### config.mk
export PLATFORM = sky130hd
export DESIGN_NAME = mon_mem_responder_flat
export DESIGN_NICKNAME = d
export VERILOG_FILES = /design/src/rtl/mon_mem_responder_pkg.sv /design/src/rtl/mon_mem_responder_if.sv /design/src/rtl/mon_mem_responder.sv /design/src/flat_wrapper.sv
export SDC_FILE = /design/constraint.sdc
export NUM_CORES = 1
export LEC_CHECK = 0
export ABC_AREA = 1
export CORE_UTILIZATION = 35
export CTS_CLUSTER_DIAMETER = 200
export CTS_CLUSTER_SIZE = 30
export DETAILED_ROUTE_END_ITERATION = 12
export PLACE_DENSITY = 0.74
export SETUP_SLACK_MARGIN = 0.02
export SYNTH_ARGS = -nofsm -noshare
export SYNTH_HDL_FRONTEND = slang
export SYNTH_SLANG_ARGS = --single-unit
export TNS_END_PERCENT = 10
### constraint.sdc
create_clock -name clk -period 1.9 [get_ports clk]
set_clock_uncertainty 0.15 [all_clocks]
set_input_delay 0.38 -clock clk [delete_from_list [all_inputs] [get_ports clk]]
set_output_delay 0.38 -clock clk [all_outputs]
set_load 0.03 [all_outputs]
### src/rtl/mon_mem_responder_pkg.sv
// Shared types and constants for the monitor memory responder.
// FSM encoding, memory-select values and read-latency limits.
package mon_mem_responder_pkg;

  localparam logic [2:0] S_IDLE  = 3'd0;
  localparam logic [2:0] S_ARB   = 3'd1;
  localparam logic [2:0] S_ISSUE = 3'd2;
  localparam logic [2:0] S_RWAIT = 3'd3;
  localparam logic [2:0] S_RESP  = 3'd4;
  localparam logic [2:0] S_HOLD  = 3'd5;

  typedef enum logic [2:0] {
    IDLE  = S_IDLE,
    ARB   = S_ARB,
    ISSUE = S_ISSUE,
    RWAIT = S_RWAIT,
    RESP  = S_RESP,
    HOLD  = S_HOLD
  } state_t;

  localparam logic MEM_SEL_IMEM = 1'b1;
  localparam logic MEM_SEL_DMEM = 1'b0;

  localparam int RD_LAT_MIN = 1;
  localparam int RD_LAT_MAX = 3;

  typedef struct packed {
    logic        wr;
    logic        w;
    logic [31:0] adr;
    logic [31:0] data;
  } xfer_t;

  // Counter preload; out-of-range latencies clamp to the legal window.
  function automatic logic [1:0] lat_load(input int lat);
    int c;
    c = (lat < RD_LAT_MIN) ? RD_LAT_MIN :
        (lat > RD_LAT_MAX) ? RD_LAT_MAX : lat;
    return 2'(c - 1);
  endfunction

endpackage

### src/rtl/mon_mem_responder_if.sv
// Monitor-side read/write request/response bundle.
// master = monitor bus master, slave = memory responder.
interface mon_mem_responder_if;

  logic        u_read_req;
  logic        u_read_w;
  logic [31:0] u_read_adr;
  logic        read_valid;
  logic [31:0] read_data;

  logic        u_write_req;
  logic        u_write_w;
  logic [31:0] u_write_adr;
  logic [31:0] u_write_data;
  logic        write_finish;

  modport master (
    output u_read_req, u_read_w, u_read_adr,
    output u_write_req, u_write_w, u_write_adr,
    output u_write_data,
    input  read_valid, read_data, write_finish
  );

  modport slave (
    input  u_read_req, u_read_w, u_read_adr,
    input  u_write_req, u_write_w, u_write_adr,
    input  u_write_data,
    output read_valid, read_data, write_finish
  );

endinterface

### src/rtl/mon_mem_responder.sv
// Serves monitor reads/writes on imem/dmem after winning the
// shared SRAM port from the CPU via mem_req/mem_gnt.
module mon_mem_responder
  import mon_mem_responder_pkg::*;
#(
  parameter int IWIDTH = 14,
  parameter int DWIDTH = 14,
  parameter int RD_LAT = 1
) (
  input  logic              clk,
  input  logic              rst_n,
  mon_mem_responder_if.slave bus,
  output logic              mem_req,
  input  logic              mem_gnt,
  output logic              imem_en,
  output logic              imem_we,
  output logic [IWIDTH-1:0] imem_adr,
  output logic              dmem_en,
  output logic              dmem_we,
  output logic [DWIDTH-1:0] dmem_adr,
  output logic [31:0]       mem_wdata,
  input  logic [31:0]       imem_rdata,
  input  logic [31:0]       dmem_rdata
);

  localparam logic [1:0] LAT_M1 = lat_load(RD_LAT);

  state_t      state, state_nx;
  xfer_t       lat_q;
  logic [1:0]  cnt_q;
  logic [31:0] rd_q;
  logic        issue;
  logic        resp_rd;
  logic        resp_wr;
  logic [31:0] rdata_sel;
  logic        unused_adr;

  assign unused_adr = ^lat_q.adr;

  always_ff @(posedge clk or negedge rst_n) begin
    if (!rst_n) state <= IDLE;
    else        state <= state_nx;
  end

  // Write wins a tie so queued writes land before a later read.
  always_ff @(posedge clk or negedge rst_n) begin
    if (!rst_n) begin
      lat_q <= '0;
    end else if (state == IDLE) begin
      if (bus.u_write_req) begin
        lat_q.wr   <= 1'b1;
        lat_q.w    <= bus.u_write_w;
        lat_q.adr  <= bus.u_write_adr;
        lat_q.data <= bus.u_write_data;
      end else if (bus.u_read_req) begin
        lat_q.wr  <= 1'b0;
        lat_q.w   <= bus.u_read_w;
        lat_q.adr <= bus.u_read_adr;
      end
    end
  end

  always_ff @(posedge clk or negedge rst_n) begin
    if (!rst_n) begin
      cnt_q <= 2'd0;
    end else if (issue && !lat_q.wr) begin
      cnt_q <= LAT_M1;
    end else if (state == RWAIT && cnt_q != 2'd0) begin
      cnt_q <= cnt_q - 2'd1;
    end
  end

  always_ff @(posedge clk or negedge rst_n) begin
    if (!rst_n)       rd_q <= '0;
    else if (resp_rd) rd_q <= rdata_sel;
  end

  always_comb begin
    state_nx = state;
    unique case (state)
      IDLE: begin
        if (bus.u_write_req || bus.u_read_req)
          state_nx = ARB;
      end
      ARB: begin
        if (mem_gnt)
          state_nx = (lat_q.wr || LAT_M1 == 2'd0)
                   ? RESP : RWAIT;
      end
      ISSUE: begin
        state_nx = (lat_q.wr || LAT_M1 == 2'd0)
                 ? RESP : RWAIT;
      end
      RWAIT: begin
        if (cnt_q <= 2'd1) state_nx = RESP;
      end
      RESP:    state_nx = HOLD;
      HOLD:    state_nx = IDLE;
      default: state_nx = IDLE;
    endcase
  end

  // The grant cycle in ARB is the issue cycle; no extra state is spent.
  assign issue = (state == ARB && mem_gnt) || state == ISSUE;

  always_comb begin
    mem_req   = (state == ARB);
    imem_en   = 1'b0;
    imem_we   = 1'b0;
    imem_adr  = '0;
    dmem_en   = 1'b0;
    dmem_we   = 1'b0;
    dmem_adr  = '0;
    mem_wdata = '0;
    if (issue) begin
      if (lat_q.w == MEM_SEL_IMEM) begin
        imem_en  = 1'b1;
        imem_we  = lat_q.wr;
        imem_adr = lat_q.adr[IWIDTH+1:2];
      end else begin
        dmem_en  = 1'b1;
        dmem_we  = lat_q.wr;
        dmem_adr = lat_q.adr[DWIDTH+1:2];
      end
      if (lat_q.wr) mem_wdata = lat_q.data;
    end
  end

  assign resp_rd   = (state == RESP) && !lat_q.wr;
  assign resp_wr   = (state == RESP) && lat_q.wr;
  assign rdata_sel = (lat_q.w == MEM_SEL_IMEM)
                   ? imem_rdata : dmem_rdata;

  assign bus.read_valid   = resp_rd;
  assign bus.write_finish = resp_wr;
  assign bus.read_data    = resp_rd ? rdata_sel : rd_q;

endmodule

### src/flat_wrapper.sv
// flat-port wrapper written by rule: the top's interface ports become plain ports
module mon_mem_responder_flat import mon_mem_responder_pkg::*;
#(
  parameter int IWIDTH = 14,
  parameter int DWIDTH = 14,
  parameter int RD_LAT = 1
)
  (clk, rst_n, mem_req, mem_gnt, imem_en, imem_we, imem_adr, dmem_en, dmem_we, dmem_adr, mem_wdata, imem_rdata, dmem_rdata, bus_u_read_req, bus_u_read_w, bus_u_read_adr, bus_u_write_req, bus_u_write_w, bus_u_write_adr, bus_u_write_data, bus_read_valid, bus_read_data, bus_write_finish);
  mon_mem_responder_if bus_i ();
  input  logic clk;
  input  logic rst_n;
  output logic mem_req;
  input  logic mem_gnt;
  output logic imem_en;
  output logic imem_we;
  output logic [IWIDTH-1:0] imem_adr;
  output logic dmem_en;
  output logic dmem_we;
  output logic [DWIDTH-1:0] dmem_adr;
  output logic [31:0] mem_wdata;
  input  logic [31:0] imem_rdata;
  input  logic [31:0] dmem_rdata;
  input wire logic [$bits(bus_i.u_read_req)-1:0] bus_u_read_req;
  input wire logic [$bits(bus_i.u_read_w)-1:0] bus_u_read_w;
  input wire logic [$bits(bus_i.u_read_adr)-1:0] bus_u_read_adr;
  input wire logic [$bits(bus_i.u_write_req)-1:0] bus_u_write_req;
  input wire logic [$bits(bus_i.u_write_w)-1:0] bus_u_write_w;
  input wire logic [$bits(bus_i.u_write_adr)-1:0] bus_u_write_adr;
  input wire logic [$bits(bus_i.u_write_data)-1:0] bus_u_write_data;
  output wire logic [$bits(bus_i.read_valid)-1:0] bus_read_valid;
  output wire logic [$bits(bus_i.read_data)-1:0] bus_read_data;
  output wire logic [$bits(bus_i.write_finish)-1:0] bus_write_finish;
  assign bus_i.u_read_req = bus_u_read_req;
  assign bus_i.u_read_w = bus_u_read_w;
  assign bus_i.u_read_adr = bus_u_read_adr;
  assign bus_i.u_write_req = bus_u_write_req;
  assign bus_i.u_write_w = bus_u_write_w;
  assign bus_i.u_write_adr = bus_u_write_adr;
  assign bus_i.u_write_data = bus_u_write_data;
  assign bus_read_valid = bus_i.read_valid;
  assign bus_read_data = bus_i.read_data;
  assign bus_write_finish = bus_i.write_finish;
  mon_mem_responder #(.IWIDTH(IWIDTH), .DWIDTH(DWIDTH), .RD_LAT(RD_LAT)) u_core (.clk(clk), .rst_n(rst_n), .bus(bus_i), .mem_req(mem_req), .mem_gnt(mem_gnt), .imem_en(imem_en), .imem_we(imem_we), .imem_adr(imem_adr), .dmem_en(dmem_en), .dmem_we(dmem_we), .dmem_adr(dmem_adr), .mem_wdata(mem_wdata), .imem_rdata(imem_rdata), .dmem_rdata(dmem_rdata));
endmodule
# Word-level counts from Yosys, hierarchy flattened
# Index checks and enable logic that the tools add are counted.
[word_totals]
register_bits = 87
latchBits = 0
ramBits = 0
romBits = 0
in_bits = 167
output_inout_bits = 99
wordCells = 55
mem_count = 0
[classes]
n_addsub = 1
n_mul = 0
div = 0
n_lt_le_gt_ge = 1
eq_ne = 7
shifts = 0
mux = 24
bitwise = 0
reduce_logical = 15
[op_table]
columns = ["op", "count"]
rows = [
  ["$mux W32", 4],
  ["$mux W34", 2],
  ["$mux W14", 4],
  ["$pmux W3 S5", 1],
  ["$mux W3", 3],
  ["$mux W1", 8],
  ["$eq A3 B2 Y1 const B", 2],
  ["$reduce_bool A2 Y1", 3],
  ["$logic_and A1 B1 Y1", 5],
  ["$mux W2", 2],
  ["$ne A2 B2 Y1 const B", 2],
  ["$reduce_and A2 Y1", 2],
  ["$eq A3 B1 Y1 const B", 1],
  ["$eq A3 B3 Y1 const B", 1],
  ["$logic_not A3 Y1", 1],
  ["$reduce_and A3 Y1", 1],
  ["$le A2 B1 Y1 const B", 1],
  ["$logic_or A1 B1 Y1", 2],
  ["$ne A2 B1 Y1 const B", 1],
  ["$sub A2 B1 Y2 const B", 1],
  ["$logic_not A1 Y1", 1],
]

# Logic depth before layout (Yosys ltp)
[depth]
word_depth = 5
mapped_depth = 8
depth_no_buf = 7

# Worst setup path before layout
# No wires, ideal clock.
[synth_path]
path_kind = "register to output"
from = "register u_core.state[2]"
to = "output port imem_adr[10]"
arrival_time_ns = 1.811
t_required_ns = 1.370
setup_slack_ns = -0.441
path_stages_with_launch = 8
n_path_buf = 1
path_cell_list = "dfrtp_1 inv_1 ha_1 nand2_1 inv_1 nand2_1 buf_2 nor2_1"
[synth_via]
elab_chain_cells = 4
elab_cells_between_ends = 5
[synth_lines]
columns = ["element", "line", "rtl"]
rows = [
  ["from (decl)", "mon_mem_responder.sv:28", "state_t state, state_nx;"],
  ["from (signal assigned)", "mon_mem_responder.sv:42", "else state <= state_nx;"],
  ["$eq A3 B1 Y1", "-", ""],
  ["via mem_req", "flat_wrapper.sv:12", "output logic mem_req;"],
  ["$logic_and A1 B1 Y1", "mon_mem_responder.sv:104", "assign issue = (state == ARB && mem_gnt) || state == ISSUE;"],
  ["$logic_or A1 B1 Y1", "mon_mem_responder.sv:104", ""],
  ["$mux W14", "mon_mem_responder.sv:115", "if (issue) begin"],
  ["to (decl)", "flat_wrapper.sv:16", "output logic [IWIDTH-1:0] imem_adr;"],
]
# The timed path passes the listed nets, and every way through them passes these cells.

# Worst setup path after layout
[layout_path]
from = "register u_core.state[0]"
to = "output port bus_read_data[3]"
[layout_via]
elab_chain_cells = 3
[layout_lines]
columns = ["element", "line", "rtl"]
rows = [
  ["$eq A3 B3 Y1", "mon_mem_responder.sv:129", "assign resp_rd = (state == RESP) && !lat_q.wr;"],
  ["$logic_and A1 B1 Y1", "mon_mem_responder.sv:129", ""],
  ["$mux W32", "mon_mem_responder.sv:136", "assign bus.read_data = resp_rd ? rdata_sel : rd_q;"],
  ["to (decl)", "flat_wrapper.sv:31", "output wire logic [$bits(bus_i.read_data)-1:0] bus_read_data;"],
]
# Every way passes these cells.

==> impl_metrics.yaml <==
grt:
  grt_pass1_wl_um: 22100
  grt_start_max_net_pins: 83
  antenna_found_initial: 0
  track_usage_pct: 21.5
  grt_pass1_vias: 4700
  grt.overflow.total: 0
die:
  placementRows: 40
  dieArea_sq_mm: 0.0129
  start_util_pct: 36.0
  fp.dieW_um: 113
  io_pins: 266
  die_h_um: 113
  core_area_sq_mm: 0.0121
pwr:
  powerDensity_mw_per_mm2: 1590
  cellLeakagePower_nw: 4.02
  ir_drop_uv: 674
yosys:
  synthSimpleGateAreaFrac_pct: 33.1
  ys_ff_latch: 82
  synthDistinctLibCells: 17
  synth_area_sq_mm: 0.00435
  synth_adder_area_share_pct: 1.15
  synth.area.mux_share_pct: 0
  avgSynthCellArea_sq_um: 7.11
  syn-num-nets: 782
  synth_xor_area_share_pct: 0
  synth_cells: 611
  yosysWarnings: 0
  synth_top_family_by_area: "simple AND/OR/NAND/NOR gates"
  ys_seq_area_share_pct: 47.2
  synth-compound-area-share_pct: 7.63
drt:
  firstDrtPassIters: 4
  wl_um: 13600
  drt_iter0_drc: 140
  wl_per_cell_um: 12.9
  drc: 0
  vias_per_cell: 4.55
  postRouteAntennaNets: 0
  vias: 4810
sta:
  worstMarginPinSlew_ps: 440
  finalHoldViolCount: 0
  period_share_pct: 117
  rsz0062_at_grt: "true"
  max-slew-margin-rel_pct: 70.7
  clock.fmax_mhz: 448
  layout_setup_ws_ps: -331
  setup_tns_ps: -27390
  setup_viol: 98
  slew_viol_final: 0
  hold_ws_ps: 323
  period_minus_slack_ps: 2230
clocking:
  numCtsBuffers: 9
  cts_tree: "built"
  numClockSinks: 82
  cts_root_buf: "clkbuf_16"
  cts.clk_slew.worst_paths_ps: 70
  htreeDepth: 3
  cts.path.max_buffers: 2
  insertion_delay_ps: 320
layout:
  nets: 1055
  area_growth_pct: 86.0
  final_area_sq_mm: 0.00808
  layout_commonest_cell: "nand2_1"
  diodes: 0
  drive_gt1_share_pct: 35.2
  layout_common_cells: "nand2_1, clkdlybuf4s50_1, buf_4, dfrtp_1, inv_1"
place:
  gp_congestion: 0.806
  postPlaceCellArea_sq_mm: 0.00747
  dp_slack_ps: -234
  io_buffer_count: 229
  hpwl_um: 10300
setup_path:
  critPathLaunchType: "flop"
  required_ps: 1370
  cp.arrival_ps: 1700
  crit_fanout: 10
  path_class: "reg2out"
  crit_path_end_kind: "primary output"
min_path:
  hp-class: "reg2reg"
status:
  violations: "setup timing"
  status: "finished with violations"
job:
  drv_cap: 0
-- cell type report --
| type | count | area, sq um |
|---|---|---|
| clock inverter | 7 | 76.3 |
| tap | 168 | 210 |
| fill | 1012 | 3980 |
| multi-input combinational | 419 | 2270 |
| clock buffer | 9 | 225 |
| inverter | 72 | 287 |
| sequential | 82 | 2050 |
| timing repair buffer | 300 | 2960 |
-- synth_stat cells --
cell	instances	share of area (%)
inv_2	1	0.086
o21ai_4	1	0.37
dfrtp_1	82	47
o21ai_0	12	1.4
buf_6	1	0.26
clkbuf_1	7	0.60
o21ai_1	3	0.35
nor2_1	65	5.6
nand2_1	266	23
nand3_1	34	3.9
buf_2	24	2.8
o211ai_1	32	5.5
nor2_8	1	0.46
nand2_2	1	0.14
inv_1	71	6.1
buf_4	6	1.0
ha_1	4	1.2
-- through the flow --
step | instances | total power, mW | utilization (%)
2_1_floorplan | 611 | 7.22 | -
3_3_place_gp | 1035 | 10.2 | 61.9
3_5_place_dp | 1035 | 10.4 | 61.9
4_1_cts | 1053 | 12.6 | 65.9
5_1_grt | 1057 | 13.6 | 67.0
6_report | 1057 | 12.8 | 67.0
-- registers in the layout (all words and copies together) (netlist names) --
name	flops
u_core.lat_q	48
u_core.rd_q	32
u_core.state	2
-- worst max-delay path, cell delays in order, from the launching register on --
cell and delay [ps]:
dfrtp_1 400, inv_2 80, ha_4 150, inv_4 40, nor2_8 170, inv_4 70, clkbuf_16 170, nand2_1 70
nand2_2 70, buf_6 150
-- final timing paths --
path	from	end	slack (ps)	depth (start not counted)
worst min register to register	u_core.lat_q[8]	u_core.lat_q[8]	320	2
max in group asynchronous	rst_n	u_core.state[2]	750	3
worst max register to register	u_core.state[0]	u_core.lat_q[46]	200	7
min in group asynchronous	rst_n	u_core.rd_q[5]	490	3
worst max-delay path	u_core.state[0]	bus_read_data[3]	-330	9
worst min-delay path	u_core.lat_q[8]	u_core.lat_q[8]	320	2
-- cell families after synthesis --
family,after synthesis
AOI/OAI and AO/OA,48
adders and majority gates,4
buffers and inverters,110
DFF,82
and+or+nand+nor,367
-- repair_timing --
item	4_1_cts	5_1_grt
pin swaps	1	2
gates resized for setup	47	29
hold buffers	1	0
setup buffers	1	3
endpoints found under the setup margin	97	99
endpoints found under the hold margin	82	0
cloned	0	1
-- metal layers --
metal / vias up / share of wire [%] / track usage [%]
met3: 21 / 4.8 / 3.67
li1: 2404 / - / -
met2: 139 / 54 / 39.8
met1: 2246 / 39 / 25.1
met4: 0 / 2.2 / 7.11
met5: - / 0 / 0
-- power by group --
| part | leakage (nW) | switching, mW | internal, mW |
|---|---|---|---|
| clock network | 0.142 | 0.712 | 1.03 |
| registers | 1.01 | 0.419 | 2.61 |
| logic | 2.87 | 4.49 | 3.56 |
(Power assumes the default switching activity.)
